===== src/rtl/inst_fetch_pkg.sv =====
// Shared definitions for the instruction fetch unit: FSM state encoding,
// halt encoding, branch opcode and the absolute branch target table used
// when BRANCH_LUT_EN is defined.
package inst_fetch_pkg;

    typedef enum logic [1:0] {
        ST_IDLE = 2'd0,
        ST_RUN  = 2'd1,
        ST_HALT = 2'd2
    } fetch_state_e;

    localparam logic [8:0] HALT_INSTR_DEF = 9'b111_111_111;
    localparam logic [2:0] OPC_BRANCH     = 3'b111;

    // Absolute branch targets, indexed by instruction[2:0]. Entries are
    // 16 bits wide and truncated to the PC width at the point of use.
    localparam logic [15:0] BRANCH_LUT [0:7] = '{
        16'h000, 16'h004, 16'h010, 16'h040,
        16'h080, 16'h100, 16'h020, 16'h3F8
    };

    // Opcode field is the top three bits of the 9-bit instruction word.
    function automatic logic is_branch(input logic [8:0] instr);
        return instr[8:6] == OPC_BRANCH;
    endfunction

endpackage


===== src/rtl/inst_fetch_if.sv =====
// Fetch-unit bus: control inputs, instruction memory port, the registered
// instruction handed to the decoder, and the FSM state for observation.
//
// Handshake: the word on instruction/instr_pc is handed downstream on every
// rising edge where instr_valid=1 and stall=0. While stall=1 the fetch unit
// keeps instruction, instr_pc and instr_valid stable. branch_taken is only
// meaningful on an edge where the handoff happens.
interface inst_fetch_if #(
    parameter int PC_W = 10
);
    import inst_fetch_pkg::*;

    logic            start;
    logic            stall;
    logic            branch_taken;
    logic [PC_W-1:0] imem_addr;
    logic [8:0]      imem_data;
    logic [8:0]      instruction;
    logic [PC_W-1:0] instr_pc;
    logic            instr_valid;
    logic            done;
    fetch_state_e    state_dbg;

    // Environment side: drives control and the memory read data.
    modport master (
        output start, stall, branch_taken, imem_data,
        input  imem_addr, instruction, instr_pc, instr_valid, done, state_dbg
    );

    // Fetch unit side.
    modport slave (
        input  start, stall, branch_taken, imem_data,
        output imem_addr, instruction, instr_pc, instr_valid, done, state_dbg
    );

endinterface


===== src/rtl/inst_fetch_branch_target.sv =====
// Combinational branch target for the instruction currently held in the
// fetch register. Macro BRANCH_LUT_EN selects an absolute table lookup;
// otherwise the target is instr_pc plus the sign-extended 6-bit offset.
// PC_W is expected to be between 6 and 16.
module branch_target
    import inst_fetch_pkg::*;
#(
    parameter int PC_W = 10
) (
    input  logic [8:0]      instruction,
    input  logic [PC_W-1:0] instr_pc,
    output logic [PC_W-1:0] target
);

`ifdef BRANCH_LUT_EN
    logic unused_bits;
    assign unused_bits = ^{instruction[8:3], instr_pc};

    // Absolute target picked from the constant table.
    always_comb begin
        target = BRANCH_LUT[instruction[2:0]][PC_W-1:0];
    end
`else
    logic [PC_W-1:0] offset_ext;
    logic            unused_bits;
    assign unused_bits = ^instruction[8:6];

    // Relative target; the adder wraps naturally modulo 2^PC_W.
    always_comb begin
        offset_ext = {{(PC_W-6){instruction[5]}}, instruction[5:0]};
        target     = instr_pc + offset_ext;
    end
`endif

endmodule


===== src/rtl/inst_fetch.sv =====
// Instruction fetch unit: IDLE/RUN/HALT sequencer with a one-word fetch
// register. Branch target form is selected by the BRANCH_LUT_EN macro
// (see branch_target). Memory read is combinational on imem_addr == pc.
module inst_fetch
    import inst_fetch_pkg::*;
#(
    parameter int         PC_W       = 10,
    parameter logic [8:0] HALT_INSTR = HALT_INSTR_DEF
) (
    input  logic         clk,
    input  logic         rst_n,
    inst_fetch_if.slave  bus
);

    fetch_state_e    state_q, state_d;
    logic [PC_W-1:0] pc_q, pc_d;
    logic [PC_W-1:0] ipc_q, ipc_d;
    logic [8:0]      instr_q, instr_d;
    logic            valid_q, valid_d;
    logic [PC_W-1:0] target;

    branch_target #(
        .PC_W (PC_W)
    ) u_branch_target (
        .instruction (instr_q),
        .instr_pc    (ipc_q),
        .target      (target)
    );

    // Register all fetch state; asynchronous reset returns to IDLE at pc 0.
    always_ff @(posedge clk or negedge rst_n) begin
        if (!rst_n) begin
            state_q <= ST_IDLE;
            pc_q    <= '0;
            ipc_q   <= '0;
            instr_q <= '0;
            valid_q <= 1'b0;
        end else begin
            state_q <= state_d;
            pc_q    <= pc_d;
            ipc_q   <= ipc_d;
            instr_q <= instr_d;
            valid_q <= valid_d;
        end
    end

    // Next-state and datapath: stall freezes everything in RUN, halt beats
    // branch, and a taken branch squashes the word at pc for one cycle.
    always_comb begin
        state_d = state_q;
        pc_d    = pc_q;
        ipc_d   = ipc_q;
        instr_d = instr_q;
        valid_d = valid_q;
        unique case (state_q)
            ST_IDLE: begin
                pc_d    = '0;
                valid_d = 1'b0;
                if (bus.start) begin
                    state_d = ST_RUN;
                end
            end
            ST_RUN: begin
                if (!bus.stall) begin
                    if (valid_q && (instr_q == HALT_INSTR)) begin
                        state_d = ST_HALT;
                        valid_d = 1'b0;
                    end else if (valid_q && bus.branch_taken) begin
                        pc_d    = target;
                        valid_d = 1'b0;
                    end else begin
                        instr_d = bus.imem_data;
                        ipc_d   = pc_q;
                        valid_d = 1'b1;
                        pc_d    = pc_q + PC_W'(1);
                    end
                end
            end
            ST_HALT: begin
                valid_d = 1'b0;
                if (bus.start) begin
                    state_d = ST_RUN;
                    pc_d    = '0;
                end
            end
            default: begin
                state_d = ST_IDLE;
                pc_d    = '0;
                valid_d = 1'b0;
            end
        endcase
    end

    assign bus.imem_addr   = pc_q;
    assign bus.instruction = instr_q;
    assign bus.instr_pc    = ipc_q;
    assign bus.instr_valid = valid_q;
    assign bus.done        = (state_q == ST_HALT);
    assign bus.state_dbg   = state_q;

endmodule


===== src/flat_wrapper.sv =====
// flat-port wrapper written by rule: the top's interface ports become plain ports
module inst_fetch_flat import inst_fetch_pkg::*;
#(
    parameter int         PC_W       = 10,
    parameter logic [8:0] HALT_INSTR = HALT_INSTR_DEF
)
  (clk, rst_n, bus_start, bus_stall, bus_branch_taken, bus_imem_data, bus_imem_addr, bus_instruction, bus_instr_pc, bus_instr_valid, bus_done, bus_state_dbg);
  inst_fetch_if #(.PC_W(PC_W)) bus_i ();
  input  logic clk;
  input  logic rst_n;
  input wire logic [$bits(bus_i.start)-1:0] bus_start;
  input wire logic [$bits(bus_i.stall)-1:0] bus_stall;
  input wire logic [$bits(bus_i.branch_taken)-1:0] bus_branch_taken;
  input wire logic [$bits(bus_i.imem_data)-1:0] bus_imem_data;
  output wire logic [$bits(bus_i.imem_addr)-1:0] bus_imem_addr;
  output wire logic [$bits(bus_i.instruction)-1:0] bus_instruction;
  output wire logic [$bits(bus_i.instr_pc)-1:0] bus_instr_pc;
  output wire logic [$bits(bus_i.instr_valid)-1:0] bus_instr_valid;
  output wire logic [$bits(bus_i.done)-1:0] bus_done;
  output wire logic [$bits(bus_i.state_dbg)-1:0] bus_state_dbg;
  assign bus_i.start = bus_start;
  assign bus_i.stall = bus_stall;
  assign bus_i.branch_taken = bus_branch_taken;
  assign bus_i.imem_data = bus_imem_data;
  assign bus_imem_addr = bus_i.imem_addr;
  assign bus_instruction = bus_i.instruction;
  assign bus_instr_pc = bus_i.instr_pc;
  assign bus_instr_valid = bus_i.instr_valid;
  assign bus_done = bus_i.done;
  assign bus_state_dbg = bus_i.state_dbg;
  inst_fetch #(.PC_W(PC_W), .HALT_INSTR(HALT_INSTR)) u_core (.clk(clk), .rst_n(rst_n), .bus(bus_i));
endmodule

===== config.mk =====
export PLATFORM = sky130hd
export DESIGN_NAME = inst_fetch_flat
export DESIGN_NICKNAME = d
export VERILOG_FILES = /design/src/rtl/inst_fetch_pkg.sv /design/src/rtl/inst_fetch_if.sv /design/src/rtl/inst_fetch_branch_target.sv /design/src/rtl/inst_fetch.sv /design/src/flat_wrapper.sv
export SDC_FILE = /design/constraint.sdc
export NUM_CORES = 1
export LEC_CHECK = 0
export CORE_MARGIN = 8
export CORE_UTILIZATION = 25
export CTS_CLUSTER_DIAMETER = 40
export DETAILED_ROUTE_END_ITERATION = 6
export HOLD_SLACK_MARGIN = 0.06
export SLEW_MARGIN = 20
export SYNTH_ARGS = -nofsm -noshare
export SYNTH_HDL_FRONTEND = slang
export SYNTH_HIERARCHICAL = 1
export SYNTH_SLANG_ARGS = --single-unit

===== constraint.sdc =====
create_clock -name clk -period 3 [get_ports clk]
set_clock_uncertainty 0.15 [all_clocks]
set_input_delay 0.3 -clock clk [delete_from_list [all_inputs] [get_ports clk]]
set_output_delay 0.3 -clock clk [all_outputs]
set_load 0.05 [all_outputs]

==> flow_summary.toml <==
[run_status]
status = "finished, final reports clean"

[drt]
highest_layer = "met4"
first_pass_iters = 4
wl_met1_um = 2700
via_per_inst = 4.89
drc = 0
drtIter0Drc = 109
vias = 1691
ant_nets = 0
wl_met3_um = 311
wl_met2_um = 2350
routedWlPerCell_um = 15.8
routed_wl_um = 5450

[power]
p_leak_nw = 1.15
peakVddDrop_mv = 0.776
switching_power_mw = 1.74
combPwrFrac = 0.638
swShare = 0.495
intPower_mw = 1.77
p_clk_frac = 0.116
finalPower_mw = 3.51
power.density_nw_per_um2 = 1290
seq_power_share = 0.245

[sta]
hold_violations = 0
finalSetupViolations = 0
period_share = 0.806
maxSlewHeadroom = 0.519
max_freq_mhz = 413
fin_setup_tns_ns = 0
worstMarginPinSlew_ns = 0.721
rsz0062_at_grt = "false"
slew_violations = 0
min_period_ns = 2.42

[cells_and_area]
diodes = 0
final_common_cell = "clkdlybuf4s50_1"
fin_nets = 265
area_growth_pct = 32.2
final_cell_mix = "clkdlybuf4s50_1 (46), dfrtp_1 (32), o21ai_0 (14), mux2_4 (14), nand2_1 (12)"
fillers = 865
drive_above_1_share = 0.141

[setup_path]
path_cells = "ha_1 > a21o_1 > a21o_1 > a221oi_2 > xnor2_1 > and3_1 > o21ai_0 > o211ai_1"
critical_path.max_stage_delay_ns = 0.48
arrival_ns = 2.43
crit_top_cell = "a21o_1"
crit_path_end_kind = "flop"
required_ns = 3.01
startpoint_type = "flop"
crit_fanout = 8
slowest_stage = "dfrtp_1"
worstSetupPathType = "flop to flop"

[logic_synthesis]
ys_seq_area_frac = 0.389
ys_seq_elements = 32
syn_nets = 217
ys_async_sr_fraction = 1.00
postSynthAreaPerCell_um2 = 10.7
synth_edf_count = 0
yosysUniqueCellTypes = 45
synth_ff_type = "dfrtp_1"
syn_area_um2 = 2060
ys_warn_count = 6
postSynthCellCount = 192

[floorplanning]
die_h_um = 107
start_util = 0.254
rows = 33
io-pin-count = 47
die-area_um2 = 11400
coreArea_um2 = 8090
die_x_um = 107

[hold_path]
min_path_type = "input port to asynchronous set/reset pin"

[global_routing]
grt_pass1_vias = 1861
grt_pass1_wl_um = 9190
antenna_found_initial = 0
grt_max_degree = 33
grtUsageTotal = 0.103
grt_overflow = 0

[place]
place_congestion = 0.786
dp_hpwl_um = 4040
io_buffers = 46

[clock_tree]
cts_tree = "built"
numCtsBuffers = 5
cts_buffer_depth = 2
htreeDepth = 2
cts_resized = 0
cts_num_sinks = 32
clock_latency_ns = 0.29
cts_setup_buffers = 0
cts.reportedPaths.clkPinSlew_ns = 0.07
hold_buffers = 0
clockRootBuffer = "clkbuf_8"

[job]
drv_cap = 0
-- power groups by stage --
stage	Combinational [mW]	Sequential, mW	Clock [mW]
finish	2.24	0.861	0.409
global route	2.43	0.896	0.438
CTS	2.25	0.866	0.425
detailed placement	2.25	0.871	0
global placement	2.24	0.867	0
floorplan	1.07	1.40	0
-- worst paths after layout --
path / startpoint / to / slack [ns] / cells after the start
setup reg to reg: u_core/bus.instruction[5]$_DFFE_PN0P_ / u_core/bus.imem_addr[8]$_DFFE_PN0P_ / 0.58 / 8
max in group asynchronous: rst_n / u_core/bus.instr_pc[2]$_DFFE_PN0P_ / 2.13 / 2
hold reg to reg: u_core/bus.instr_pc[3]$_DFFE_PN0P_ / u_core/bus.instr_pc[3]$_DFFE_PN0P_ / 0.40 / 1
setup / recovery: u_core/bus.instruction[5]$_DFFE_PN0P_ / u_core/bus.imem_addr[8]$_DFFE_PN0P_ / 0.58 / 8
hold / removal: rst_n / u_core/bus.instr_pc[5]$_DFFE_PN0P_ / 0.26 / 2
min in group clk: u_core/bus.instr_pc[3]$_DFFE_PN0P_ / u_core/bus.instr_pc[3]$_DFFE_PN0P_ / 0.40 / 1
-- cells in the mapped netlist, types with 2 or more instances --
library cell | n | area share
a31oi_1 | 3 | 0.0091
dfrtp_1 | 32 | 0.39
xnor2_1 | 7 | 0.030
ha_1 | 10 | 0.061
a21o_1 | 2 | 0.0073
o31ai_1 | 6 | 0.022
o211ai_1 | 7 | 0.026
mux2_4 | 14 | 0.10
o21ai_0 | 14 | 0.034
buf_6 | 3 | 0.016
nor2b_1 | 3 | 0.0091
buf_2 | 2 | 0.0049
and2_1 | 3 | 0.0091
mux2_2 | 5 | 0.027
nand3_1 | 10 | 0.024
and3_1 | 4 | 0.012
a221o_1 | 3 | 0.015
nand2b_1 | 2 | 0.0061
nand4_1 | 3 | 0.0091
nor4_1 | 2 | 0.0061
clkbuf_1 | 2 | 0.0037
nor2_1 | 5 | 0.0091
xor2_1 | 2 | 0.0085
inv_1 | 8 | 0.015
a21oi_1 | 5 | 0.012
and4_1 | 5 | 0.021
nand2_1 | 12 | 0.022
-- cell type report --
type / instances / area [um2] / share of cell area
clock buffers: 6 / 72.6 / 0.0267
clock inverters: 2 / 35.0 / 0.0129
inverters: 8 / 30.0 / 0.0110
multi-input cells: 144 / 1170 / 0.429
flip-flops and latches: 32 / 801 / 0.294
well taps: 105 / 131 / 0.0483
repair buffers: 49 / 483 / 0.178
-- flip-flops by register name (all words and copies together) (netlist names) --
name,flops
u_core/bus.state_dbg,2
u_core/bus.instr_pc,10
u_core/bus.imem_addr,10
u_core/bus.instr_valid,1
u_core/bus.instruction,9
-- worst max-delay path, delay by kind of cell (launching register included) --
family | cells | cell delay (ns)
AO/OA/AOI/OAI | 5 | 0.97
XOR/XNOR | 1 | 0.10
adder cells (fa/ha/maj) | 1 | 0.41
flip-flops | 1 | 0.48
AND/OR/NAND/NOR | 1 | 0.18
-- metrics by stage --
step           std cells  setup slack (ns)   util  area, um2  hold WS [ns]
6_report             346             0.581  0.336       2720         0.264
5_1_grt              346             0.402  0.336       2720         0.311
4_1_cts              346             0.573  0.336       2720         0.282
3_5_place_dp         338             0.576  0.323       2610         0.382
3_3_place_gp         338             0.612  0.323       2610         0.375
2_1_floorplan        192             0.467      -       2060        -0.146
-- per-layer routing --
metal	GRT usage	vias to the layer above
met1	0.131	810
li1	-	820
met5	0	-
met2	0.157	52
met3	0.0312	9
met4	0.0432	0
-- cell families (layout without fill, tap and decap cells) --
| logic type | after synthesis | in the layout | share of synthesized area |
|---|---|---|---|
| buffers and inverters | 16 | 65 | 0.0432 |
| DFF | 32 | 32 | 0.389 |
| muxes | 20 | 20 | 0.134 |
| and+or+nand+nor | 55 | 55 | 0.153 |
| AOI/OAI and AO/OA | 49 | 49 | 0.171 |
| adders and majority gates | 11 | 11 | 0.0706 |
| xor gates and xnor gates | 9 | 9 | 0.0383 |
Power figures use the tool's default switching activity.
